## src/rtl/mult_sched_pkg.sv

```systemverilog
// Shared defaults and helpers for the round-robin multiplier scheduler.
package mult_sched_pkg;

    localparam int unsigned NREQ_DEFAULT = 2;
    localparam int unsigned W_DEFAULT    = 4;
    localparam int unsigned RES_W        = 2 * W_DEFAULT + 1;

    // Requester id width; a single requester still needs one bit.
    function automatic int unsigned idw_of(input int unsigned n);
        return (n <= 2) ? 1 : $clog2(n);
    endfunction

endpackage

```

## src/rtl/rr_arbiter.sv

```systemverilog
// Combinational round-robin arbiter: first asserted request at or above ptr, wrapping.
module rr_arbiter
    import mult_sched_pkg::*;
#(
    parameter int unsigned NREQ = NREQ_DEFAULT,
    parameter int unsigned IDW  = idw_of(NREQ)
) (
    input  logic [NREQ-1:0] req,
    input  logic [IDW-1:0]  ptr,
    output logic [NREQ-1:0] gnt,
    output logic [IDW-1:0]  gnt_idx
);

    logic found;

    always_comb begin
        gnt     = '0;
        gnt_idx = '0;
        found   = 1'b0;
        // Outer loop is the search distance from ptr, so the first hit wins.
        for (int k = 0; k < int'(NREQ); k++) begin
            for (int i = 0; i < int'(NREQ); i++) begin
                if (!found && req[i] && (i == (int'(ptr) + k) % int'(NREQ))) begin
                    found   = 1'b1;
                    gnt[i]  = 1'b1;
                    gnt_idx = IDW'(i);
                end
            end
        end
    end

endmodule

```

## src/rtl/mult_share_sched.sv

```systemverilog
// Shares one combinational multiplier among NREQ requesters: an operand stage (S1)
// feeding the multiplier and a response stage (S2) capturing its result.
module mult_share_sched
    import mult_sched_pkg::*;
#(
    parameter int unsigned NREQ = NREQ_DEFAULT,
    parameter int unsigned W    = W_DEFAULT,
    parameter int unsigned IDW  = idw_of(NREQ)
) (
    input  logic              clk,
    input  logic              rst_n,
    input  logic [NREQ-1:0]   req_valid,
    output logic [NREQ-1:0]   req_ready,
    input  logic [NREQ*W-1:0] req_a,
    input  logic [NREQ*W-1:0] req_b,
    output logic [W-1:0]      mul_a,
    output logic [W-1:0]      mul_b,
    input  logic [2*W:0]      mul_res,
    output logic              rsp_valid,
    input  logic              rsp_ready,
    output logic [IDW-1:0]    rsp_id,
    output logic [2*W-1:0]    rsp_prod,
    output logic              rsp_ovf
);

    logic [NREQ-1:0] gnt;
    logic [IDW-1:0]  gnt_idx;
    logic [W-1:0]    sel_a, sel_b;

    logic            s2_load, s1_free, xfer;

    logic            s1_v_q, s1_v_d;
    logic [IDW-1:0]  s1_id_q, s1_id_d;
    logic [W-1:0]    mul_a_q, mul_a_d;
    logic [W-1:0]    mul_b_q, mul_b_d;
    logic [IDW-1:0]  ptr_q, ptr_d;

    logic            rsp_valid_q, rsp_valid_d;
    logic [IDW-1:0]  rsp_id_q, rsp_id_d;
    logic [2*W-1:0]  rsp_prod_q, rsp_prod_d;
    logic            rsp_ovf_q, rsp_ovf_d;

    rr_arbiter #(
        .NREQ (NREQ),
        .IDW  (IDW)
    ) u_arb (
        .req     (req_valid),
        .ptr     (ptr_q),
        .gnt     (gnt),
        .gnt_idx (gnt_idx)
    );

    // Stage advance: S1 moves whenever S2 is empty or draining this edge.
    always_comb begin
        s2_load = s1_v_q & (~rsp_valid_q | rsp_ready);
        s1_free = ~s1_v_q | s2_load;
        // Grants are suppressed during reset so nothing is accepted and then dropped.
        req_ready = gnt & {NREQ{s1_free & (|req_valid) & rst_n}};
        xfer      = |(req_valid & req_ready);
    end

    always_comb begin
        sel_a = '0;
        sel_b = '0;
        for (int i = 0; i < int'(NREQ); i++) begin
            if (gnt[i]) begin
                sel_a = req_a[i*W +: W];
                sel_b = req_b[i*W +: W];
            end
        end
    end

    always_comb begin
        s1_v_d  = xfer | (s1_v_q & ~s2_load);
        s1_id_d = s1_id_q;
        mul_a_d = mul_a_q;
        mul_b_d = mul_b_q;
        ptr_d   = ptr_q;
        if (xfer) begin
            s1_id_d = gnt_idx;
            mul_a_d = sel_a;
            mul_b_d = sel_b;
            ptr_d   = (gnt_idx == IDW'(NREQ - 1)) ? '0 : gnt_idx + 1'b1;
        end
    end

    always_comb begin
        rsp_valid_d = rsp_valid_q;
        rsp_id_d    = rsp_id_q;
        rsp_prod_d  = rsp_prod_q;
        rsp_ovf_d   = rsp_ovf_q;
        if (s2_load) begin
            rsp_valid_d = 1'b1;
            rsp_id_d    = s1_id_q;
            rsp_prod_d  = mul_res[2*W-1:0];
            rsp_ovf_d   = mul_res[2*W];
        end else if (rsp_valid_q && rsp_ready) begin
            rsp_valid_d = 1'b0;
        end
    end

    always_ff @(posedge clk) begin
        if (!rst_n) begin
            s1_v_q      <= 1'b0;
            s1_id_q     <= '0;
            mul_a_q     <= '0;
            mul_b_q     <= '0;
            ptr_q       <= '0;
            rsp_valid_q <= 1'b0;
            rsp_id_q    <= '0;
            rsp_prod_q  <= '0;
            rsp_ovf_q   <= 1'b0;
        end else begin
            s1_v_q      <= s1_v_d;
            s1_id_q     <= s1_id_d;
            mul_a_q     <= mul_a_d;
            mul_b_q     <= mul_b_d;
            ptr_q       <= ptr_d;
            rsp_valid_q <= rsp_valid_d;
            rsp_id_q    <= rsp_id_d;
            rsp_prod_q  <= rsp_prod_d;
            rsp_ovf_q   <= rsp_ovf_d;
        end
    end

    assign mul_a     = mul_a_q;
    assign mul_b     = mul_b_q;
    assign rsp_valid = rsp_valid_q;
    assign rsp_id    = rsp_id_q;
    assign rsp_prod  = rsp_prod_q;
    assign rsp_ovf   = rsp_ovf_q;

    always_comb begin
        assert ($onehot0(req_ready));
    end

endmodule

```

## config.mk

```make
export PLATFORM = sky130hd
export DESIGN_NAME = mult_share_sched
export DESIGN_NICKNAME = d
export VERILOG_FILES = /design/src/rtl/mult_sched_pkg.sv /design/src/rtl/rr_arbiter.sv /design/src/rtl/mult_share_sched.sv
export SDC_FILE = /design/constraint.sdc
export NUM_CORES = 1
export LEC_CHECK = 0
export ABC_AREA = 1
export CORE_MARGIN = 2
export CORE_UTILIZATION = 40
export CTS_CLUSTER_DIAMETER = 120
export DETAILED_ROUTE_END_ITERATION = 6
export PLACE_DENSITY_LB_ADDON = 0.2
export SYNTH_ARGS = -nofsm -noshare
export SYNTH_HDL_FRONTEND = slang
export SYNTH_SLANG_ARGS = --single-unit
```

## constraint.sdc

```tcl
create_clock -name clk -period 1.7 [get_ports clk]
set_input_delay 0.34 -clock clk [delete_from_list [all_inputs] [get_ports clk]]
set_output_delay 0.34 -clock clk [all_outputs]
set_load 0.02 [all_outputs]
```

==> metrics.md <==
| Metric | Value |
|---|---|
| Die Footprint | `approximately 2900 µm²` |
| Min cycle time layout | `roughly 1600 ps` |
| Number of global-route vias before repair | `961` |
| DPL Wire Length | `slightly below 2000 µm` |
| CTS tree | `built` |
| Worst Path Class, Setup | `reg -> out` |
| Final Hold Fails | `0` |
| Crit path buf inv count | `1` |
| Vias per Instance | `about 4.6` |
| Yosys reg bits | `22` |
| Syn_area_per_cell | `between 6 and 7 µm²` |
| Stages on the worst setup path | `1` |
| Post-DRT Antenna Nets | `0` |
| Placeable Area | `2410 µm²` |
| Routed wire length | `~2400 µm` |
| Final setup TNS | `0 ps` |
| Synthesis-to-layout area growth | `57.9%` |
| Synth warnings | `0` |
| Max-slew violations | `0` |
| DR iter-0 viols | `7` |
| Crit-path max cell delay | `approximately 620 ps` |
| Post-synth top area cell | `dfxtp_1` |
| FF+latch area | `440 µm²` |
| Drt first pass iters | `3` |
| Max-cap violation count | `0` |
| Clk pin slew, worst setup/hold paths | `approximately 110 ps` |
| CTS H-tree depth | `1` |
| Part of the Yosys area used for sequential elements | `0.442` |
| Async SR Flop Fraction | `0` |
| Unrepaired setup endpoints after global routing | `no` |
| TritonCTS Buffers | `3` |
| Total gr overflow | `0` |
| CP max stage cell | `clkdlybuf4s50_1` |
| Total Power | `~1.1 mW` |
| Fillers | `between 200 and 250` |
| Per-cell routed wire length | `10.3 µm` |
| Largest net degree at the start of global routing | `19` |
| # setup viols final | `0` |
| Clock root cell | `clkbuf_4` |
| Max clock buf depth | `2` |
| Placer Congestion | `0.717` |
| IR drop worst, VDD | `426 µV` |
| Primary FF master, synth | `dfxtp_1` |
| Clock Latency Late Sink | `290 ps` |
| Tightest Pin Transition | `248 ps` |
| First-pass GRT wire length | `3680 µm` |
| FMAX | `just over 600 MHz` |
| Vias | `roughly 1,100` |
| Area of the multi-input gates | `between 400 and 500 µm²` |
| Req. time, crit path | `between 1000 and 1500 ps` |
| EDFF count, synth | `0` |
| Synth area leaders | `dfxtp_1 44%, nor2_1 14%, nand2_1 11%` |
| Post-Syn Instances | `147` |
| Crit-path max FO | `3` |
| Clock Sinks | `22` |
| Initial core utilization | `0.413` |
| Port Buffer Count | `50` |
| Final net count | `between 200 and 250` |
| Worst setup SP type | `register` |
| Rows | `18` |
| Global Route Usage Sum | `0.172` |
| Top delay family on crit path | `buffers and inverters` |
| Hold Path Cell Cnt | `2` |
| Syn Nets | `177` |
| CTS Hold Bufs | `0` |
| Final period util | `0.956` |
| Crit path DAT | `about 1300 ps` |
| Critical Path End Type | `primary output` |
| Post-synth top cells | `36 x nor2_1, 30 x nand2_1, 22 x dfxtp_1` |
| Crit-path cells | `clkdlybuf4s50_1` |
| Hold Path Class | `reg -> reg` |
| DRC Markers | `0` |
| Worst Clk Skew | `0.676 ps` |
| Post-synth top area share | `0.442` |
| Diodes inserted | `0` |
| Initial antenna violation count | `0` |
| Leakage | `roughly 0.72 nW` |
| Synth Cell Area | `~1000 µm²` |
| Power per cell area | `approximately 730 nW/µm²` |
| Die width | `53.9 µm` |
| Share of post-route cells with drive strength above 1 | `0.104` |
| Setup Buffers After CTS | `0` |
| Most frequent cell after synthesis | `nor2_1` |
| Worst Reg-to-Reg Cells | `6` |
| Yosys cell types | `17` |
| Rel. slew slack | `0.834` |
| Status | `finished clean` |
| Ports | `about 50` |
| Die Y-Extent | `about 54 µm` |
## logic make-up (layout without fill, tap and decap cells)
family	Yosys count	after routing	synth area share
and+or+nand+nor	89	89	0.379
buffers and inverters	21	76	0.103
DFF	22	22	0.442
AOI/OAI and AO/OA	15	15	0.0754
## layer usage
| metal | up-vias | wire [µm] | track usage |
|---|---|---|---|
| met5 | - | 0 | 0 |
| met4 | 0 | 19 | 0.0641 |
| met3 | 2 | 157 | 0.0361 |
| met2 | 36 | 1240 | 0.331 |
| met1 | 460 | 972 | 0.177 |
| li1 | 568 | - | - |
## placed cells by master (no fill, tap or decap), types with 4 or more instances in the layout
cell type,n
clkdlybuf4s50_1,45
nor2_1,36
nand2_1,30
dfxtp_1,22
nand3_1,17
inv_1,13
o21ai_0,10
buf_4,8
a21oi_1,4
## power breakdown
part / internal [mW] / total (mW) / switching [mW]
Combinational: 0.177 / 0.347 / 0.170
Clock: 0.0824 / 0.222 / 0.139
Sequential: 0.557 / 0.578 / 0.0214
Total: 0.816 / 1.15 / 0.331
## stage by stage
| step | hold slack, ps | utilization | cells | area [µm²] | worst slack, ps |
|---|---|---|---|---|---|
| floorplan | 433 | - | 147 | 996 | 462 |
| global placement | 465 | 0.643 | 229 | 1550 | -447 |
| detailed placement | 458 | 0.643 | 229 | 1550 | -509 |
| CTS | 473 | 0.647 | 232 | 1560 | 52.8 |
| global route | 523 | 0.653 | 232 | 1570 | 13.9 |
| finish | 475 | 0.653 | 232 | 1570 | 74.6 |
## path summary, 6_finish.rpt
path         startpoint        end  slack [ps]
min             s1_id_q    s1_id_q         480
min reg2reg     s1_id_q    s1_id_q         480
max           rsp_valid  rsp_valid          70
max reg2reg   rsp_valid   mul_a[1]         610
## what timing repair did
item                                    4_1_cts  5_1_grt
endpoints found under the setup margin        2        1
cloned                                        0        0
resized for setup                            11        3
pin swaps                                     0        0
## state kept, by name (all words and copies together), names as in the netlist
register and cells:
rsp_valid 1, rsp_ovf 1, s1_v_q 1, rsp_id 1
rsp_prod 8, mul_b 4, ptr_q 1, s1_id_q 1
mul_a 4
## layout make-up
type | count | area share
Tap cell | 30 | 0.0239
Sequential cell | 22 | 0.280
Timing Repair Buffer | 58 | 0.348
Clock buffer | 3 | 0.0143
Multi-Input combinational cell | 104 | 0.297
Inverter | 15 | 0.0374
(Power assumes the default switching activity.)
